$ cat src/rtl/tk1_bus_pkg.sv
// Shared definitions for the tk1 CPU bus decoder: FSM states, error bit
// positions and the default address map regions.
package tk1_bus_pkg;

    typedef enum logic [1:0] {
        ST_IDLE   = 2'd0,
        ST_ACCESS = 2'd1,
        ST_RESP   = 2'd2
    } bus_state_e;

    localparam int unsigned ERR_UNMAPPED_BIT = 0;
    localparam int unsigned ERR_TIMEOUT_BIT  = 1;

    localparam logic [31:0] ROM_BASE  = 32'h0000_0000;
    localparam logic [31:0] ROM_MASK  = 32'hC000_0000;
    localparam logic [31:0] RAM_BASE  = 32'h4000_0000;
    localparam logic [31:0] RAM_MASK  = 32'hC000_0000;
    localparam logic [31:0] MMIO_MASK = 32'hFF00_0000;
    localparam logic [7:0]  MMIO_PREFIX_FIRST = 8'hC0;
    localparam logic [7:0]  MMIO_PREFIX_LAST  = 8'hFF;

    localparam logic [31:0] ILLEGAL_INSTRUCTION = 32'h0;

    // Base address of the MMIO sub-region selected by the top address byte.
    function automatic logic [31:0] mmio_base(input logic [7:0] prefix);
        return {prefix, 24'h00_0000};
    endfunction

endpackage

$ cat src/rtl/tk1_bus_watchdog.sv
// Saturating 16-bit access timer; flags expiry once TIMEOUT_CYCLES cycles
// of an access have elapsed.
module tk1_bus_watchdog #(
    parameter int unsigned TIMEOUT_CYCLES = 255
) (
    input  logic clk,
    input  logic reset_n,
    input  logic start,
    input  logic run,
    output logic expired
);

    localparam logic [15:0] LIMIT = 16'(TIMEOUT_CYCLES - 1);

    logic [15:0] cnt_q;
    logic [15:0] cnt_d;

    always_comb begin
        cnt_d = cnt_q;
        if (start) begin
            cnt_d = '0;
        end else if (run && (cnt_q != '1)) begin
            cnt_d = cnt_q + 16'd1;
        end
    end

    // The count holds the number of completed access cycles, so the
    // last allowed cycle sees LIMIT.
    assign expired = run && (cnt_q >= LIMIT);

    always_ff @(posedge clk or negedge reset_n) begin
        if (!reset_n) begin
            cnt_q <= '0;
        end else begin
            cnt_q <= cnt_d;
        end
    end

endmodule

$ cat src/rtl/tk1_bus_mux.sv
// CPU bus decoder and registered response mux for the tk1 slaves.
// Define TK1_BUS_TIMEOUT_EN to build the stalled-slave timeout.
module tk1_bus_mux
    import tk1_bus_pkg::*;
#(
    parameter int unsigned                   NUM_SLAVES     = 9,
    parameter logic [32*NUM_SLAVES-1:0]      SLV_BASE       = {NUM_SLAVES{32'h0}},
    parameter logic [32*NUM_SLAVES-1:0]      SLV_MASK       = {NUM_SLAVES{32'hffff_ffff}},
    parameter int unsigned                   TIMEOUT_CYCLES = 255,
    parameter logic [31:0]                   ERR_RDATA      = 32'h0
) (
    input  logic                       clk,
    input  logic                       reset_n,
    input  logic                       cpu_valid,
    input  logic [31:0]                cpu_addr,
    input  logic [3:0]                 cpu_wstrb,
    input  logic [31:0]                cpu_wdata,
    input  logic                       force_trap,
    output logic                       cpu_ready,
    output logic [31:0]                cpu_rdata,
    output logic [NUM_SLAVES-1:0]      slv_cs,
    output logic                       slv_we,
    output logic [3:0]                 slv_wstrb,
    output logic [31:0]                slv_wdata,
    output logic [31:0]                slv_addr,
    input  logic [32*NUM_SLAVES-1:0]   slv_rdata,
    input  logic [NUM_SLAVES-1:0]      slv_ready,
    input  logic                       err_clear,
    output logic [1:0]                 err_status,
    output logic [31:0]                err_addr
);

    localparam int unsigned SEL_W = (NUM_SLAVES > 1) ? $clog2(NUM_SLAVES) : 1;

    bus_state_e            state_q, state_d;
    logic [SEL_W-1:0]      sel_q, sel_d;
    logic [31:0]           rdata_q, rdata_d;
    logic [1:0]            err_status_q, err_status_d;
    logic [31:0]           err_addr_q, err_addr_d;
    logic [1:0]            new_err;
    logic                  hit;
    logic [SEL_W-1:0]      hit_idx;
    logic [NUM_SLAVES-1:0] cs;
    logic                  wd_start, wd_run, wd_expired;

    always_comb begin
        hit     = 1'b0;
        hit_idx = '0;
        for (int unsigned i = 0; i < NUM_SLAVES; i++) begin
            if (!hit && ((cpu_addr & SLV_MASK[32*i +: 32]) == SLV_BASE[32*i +: 32])) begin
                hit     = 1'b1;
                hit_idx = SEL_W'(i);
            end
        end
    end

    always_comb begin
        state_d  = state_q;
        sel_d    = sel_q;
        rdata_d  = rdata_q;
        cs       = '0;
        new_err  = '0;
        wd_start = 1'b0;
        wd_run   = 1'b0;
        case (state_q)
            ST_IDLE: begin
                if (cpu_valid) begin
                    if (force_trap) begin
                        state_d = ST_RESP;
                        rdata_d = ERR_RDATA;
                    end else if (!hit) begin
                        state_d = ST_RESP;
                        rdata_d = ERR_RDATA;
                        new_err[ERR_UNMAPPED_BIT] = 1'b1;
                    end else begin
                        state_d     = ST_ACCESS;
                        sel_d       = hit_idx;
                        cs[hit_idx] = 1'b1;
                        wd_start    = 1'b1;
                    end
                end
            end
            ST_ACCESS: begin
                cs[sel_q] = 1'b1;
                wd_run    = 1'b1;
                // Ready wins over a coincident expiry.
                if (slv_ready[sel_q]) begin
                    state_d = ST_RESP;
                    rdata_d = slv_rdata[32*int'(sel_q) +: 32];
                end else if (wd_expired) begin
                    state_d = ST_RESP;
                    rdata_d = ERR_RDATA;
                    new_err[ERR_TIMEOUT_BIT] = 1'b1;
                end
            end
            ST_RESP: state_d = ST_IDLE;
            default: state_d = ST_IDLE;
        endcase
    end

    always_comb begin
        err_status_d = err_status_q;
        err_addr_d   = err_addr_q;
        if (err_clear) begin
            err_status_d = '0;
            err_addr_d   = '0;
        end else if (new_err != '0) begin
            err_status_d = err_status_q | new_err;
            if (err_status_q == '0) begin
                err_addr_d = cpu_addr;
            end
        end
    end

`ifdef TK1_BUS_TIMEOUT_EN
    tk1_bus_watchdog #(
        .TIMEOUT_CYCLES(TIMEOUT_CYCLES)
    ) u_watchdog (
        .clk     (clk),
        .reset_n (reset_n),
        .start   (wd_start),
        .run     (wd_run),
        .expired (wd_expired)
    );
`else
    logic unused_wd;
    assign unused_wd  = ^{wd_start, wd_run, TIMEOUT_CYCLES[0]};
    assign wd_expired = 1'b0;
`endif

    always_ff @(posedge clk or negedge reset_n) begin
        if (!reset_n) begin
            state_q      <= ST_IDLE;
            sel_q        <= '0;
            rdata_q      <= '0;
            err_status_q <= '0;
            err_addr_q   <= '0;
        end else begin
            state_q      <= state_d;
            sel_q        <= sel_d;
            rdata_q      <= rdata_d;
            err_status_q <= err_status_d;
            err_addr_q   <= err_addr_d;
        end
    end

    // Gated by reset so a request still held during reset cannot select a slave.
    assign slv_cs     = reset_n ? cs : '0;
    assign cpu_ready  = (state_q == ST_RESP);
    assign cpu_rdata  = rdata_q;
    assign slv_we     = |cpu_wstrb;
    assign slv_wstrb  = cpu_wstrb;
    assign slv_wdata  = cpu_wdata;
    assign slv_addr   = cpu_addr;
    assign err_status = err_status_q;
    assign err_addr   = err_addr_q;

endmodule

$ cat config.mk
export PLATFORM = sky130hd
export DESIGN_NAME = tk1_bus_mux
export DESIGN_NICKNAME = d
export VERILOG_FILES = /design/src/rtl/tk1_bus_pkg.sv /design/src/rtl/tk1_bus_watchdog.sv /design/src/rtl/tk1_bus_mux.sv
export SDC_FILE = /design/constraint.sdc
export NUM_CORES = 1
export LEC_CHECK = 0
export BUFFER_PORTS_ARGS = -buffer_cell sky130_fd_sc_hd__buf_2
export CORE_AREA = 2 2 202 204
export DETAILED_ROUTE_END_ITERATION = 12
export DIE_AREA = 0 0 204 206
export PLACE_DENSITY = 0.44
export SETUP_SLACK_MARGIN = 0.5
export SLEW_MARGIN = 30
export SYNTH_ARGS = -nofsm -noshare
export SYNTH_HDL_FRONTEND = slang
export SYNTH_SLANG_ARGS = --single-unit
$ cat constraint.sdc
create_clock -name clk -period 2.85 [get_ports clk]
set_clock_uncertainty 0.2 [all_clocks]
set_input_delay 0.1425 -clock clk [delete_from_list [all_inputs] [get_ports clk]]
set_output_delay 0.1425 -clock clk [all_outputs]
set_load 0.01 [all_outputs]
==> results.md <==
- Setup TNS: 0 ps
- PD cells: 440 nW/um2
- Dpl hpwl: 11600 um
- Setup crit end kind: output port
- CTS clock-pin slew for the worst setup and hold paths: 50 ps
- Row cnt: 74
- Worst slew pin tran: 755 ps
- Fmax: 452 MHz
- PortBufs: 177
- Die height: 206 um
- Max-slew violations: 0
- YS warnings: 0
- Placed insts: 955
- Cell Area, Synth: 3420 um2
- Post-DR wirelength/cell: 14.9 um
- Worst Hold Class: input pin to register
- First-pass GRT wire length: 21400 um
- Worst-Skew Late Latency: 350 ps
- DRC Markers: 0
- Iter 0 DRT Violations: 238
- Final Hold Viols: 0
- RePlAce Congestion: 0.696
- Routed Antenna Nets: 0
- Root buf cell: clkbuf_16
- Slew headroom: 49.7%
- Crit path launch type: input pin
- Crit path from: cpu_addr[21]
- Synth Instances: 327
- Tcrit/Tclk final: 77.7%
- GR Overflow Total: 0
- CTS max path bufs: 2
- Die area: 42000 um2
- Peak VDD IR: 0.000263 V
- Nets: 873
- Synth Register Bits: 67
- H-tree lvl count: 3
- Total GRT Usage: 7.30%
- Die W: 204 um
- Synthesized area per cell: 10.5 um2
- Via Count: 3182
- Critical Path RT: 2510 ps
- CTS buffer count: 9
- Layout cells sized above 1: 41.5%
- Starting Density: 8.51%
- Largest net degree at the start of global routing: 50
- Clk sinks: 67
- Area grow syn2layout: 59.2%
- CP Max Fanout: 7
- Drt via density: 3.05
- Worst Setup EP: slv_cs[0]
- Crit path DAT: 1870 ps
- Ports: 515
- Number of global-route vias before repair: 3138
- Flop-to-flop setup slack: 780 ps
- Max Cap Violations: 0
- Number of setup buffers added after CTS: 0
- Core Region: 40200 um2
- Routed WL: 15500 um
- 1st-pass router iterations: 4
- RSZ-0062 raised after global routing: false
- Distinct cells, synth: 29
- Tmin final: 2210 ps
- Final setup fails: 0
- FILL cells: 4583
- Worst R2R Start: state_q[0]
- CTS tree: done
- Leakage: 2.47 nW
- Reg-to-Reg End: cpu_rdata[30]
- Post-Layout Cell Count: 1042
- Setup CP Type: input pin to output port
- Post-synthesis sequential area ratio: 49.0%
- R2R cell count: 5
- Initial antenna violation count: 0
- Outcome: finished clean
metal layers:
layer	vias up	GRT usage, %	wire (um)	part of all wire [%]
met3	16	3.03	1330	8.6
met2	176	13.0	8030	52
li1	1460	-	-	-
met5	-	0	0	0
met4	0	3.34	513	3.3
met1	1530	7.49	5670	36
report_power, final:
part           switching [mW]  leakage (nW)  internal (mW)
registers              0.0112         0.927          0.972
clock network           0.443         0.137          0.635
logic                   0.174          1.41          0.161
synth_stat cells (all sizes together):
cell type	instances	area (um2)
nor2	1	3.75
dfrtp	67	1680
clkbuf	17	65.1
buf	83	627
o21a	1	7.51
or2	2	12.5
nand2	32	120
conb	1	3.75
a22oi	32	240
nor2b	2	12.5
nand4	2	12.5
o211ai	1	12.5
nor4	8	50.1
o21ai	33	165
a21o	1	7.51
nor3	1	10.0
or4	1	7.51
o2111a	1	12.5
mux2i	1	10.0
a32o	32	320
a21oi	2	10.0
inv	3	11.3
nor3b	1	7.51
and2	2	12.5
how the worst min path moves through the flow:
stage | depth (start not counted) | slack [ps] | start | endpoint
floorplan | 0 | -350 | reset_n | cpu_rdata[0]
global placement | 1 | -140 | reset_n | cpu_rdata[8]
detailed placement | 1 | -140 | reset_n | cpu_rdata[11]
CTS | 0 | 90 | cpu_wdata[10] | slv_wdata[10]
global route | 4 | 70 | cpu_valid | err_status[0]
finish | 4 | 70 | cpu_valid | err_status[0]
layout make-up:
cell class                 instances  area (um2)  share of cell area [%]
sequential                        67        1680                    30.8
antenna                            2        5.00                  0.0920
tap                              532         666                    12.2
inverter                           3        11.3                   0.207
timing repair buffer             257        1690                    31.0
multi-input combinational        165        1120                    20.6
clock buffer                      14         264                    4.85
clock inverter                     2        10.0                   0.184
state kept, by name (all words and copies together), names as in the netlist:
register / cells
cpu_rdata: 32
err_addr: 32
err_status: 1
state_q: 2
stage by stage:
stage	setup slack [ps]	hold slack [ps]	instance area [um2]	utilization [%]	power (mW)
global placement	412	-141	4430	11.0	1.26
detailed placement	375	-140	4430	11.0	1.26
floorplan	1060	-353	3450	-	1.18
finish	637	73.6	5440	13.5	2.40
global route	465	68.1	5440	13.5	2.54
CTS	514	85.1	5410	13.5	2.46
cells by family after synthesis:
logic type      synth area share, %
compound gates                 22.7
buf+inv                        20.6
flops                          49.0
simple gates                   7.28
mux                           0.293
other cells                   0.110
placed cells by master, fill, tap and decap left out, drive strengths merged, types with 3 or more instances in the layout:
| cell type | count |
|---|---|
| nor4 | 8 |
| buf | 188 |
| dfrtp | 67 |
| a32o | 32 |
| conb | 9 |
| inv | 3 |
| o21ai | 33 |
| clkbuf | 14 |
| a22oi | 32 |
| nand2 | 32 |
| dlygate4sd3 | 69 |
critical path, cell delays in order:
cell,delay [ps]
dlygate4sd3_1,530
buf_2,150
nor4_2,140
nand4_1,130
buf_4,210
nor3b_4,210
o21a_1,190
buf_2,160
timing repair:
action	in CTS	in global routing
pin swaps	0	1
hold endpoints to repair	84	0
hold buffers	69	0
resized for setup	3	5
endpoints found under the setup margin	1	1
cloned	0	0
No activity file was read; power rests on OpenSTA's default activity.
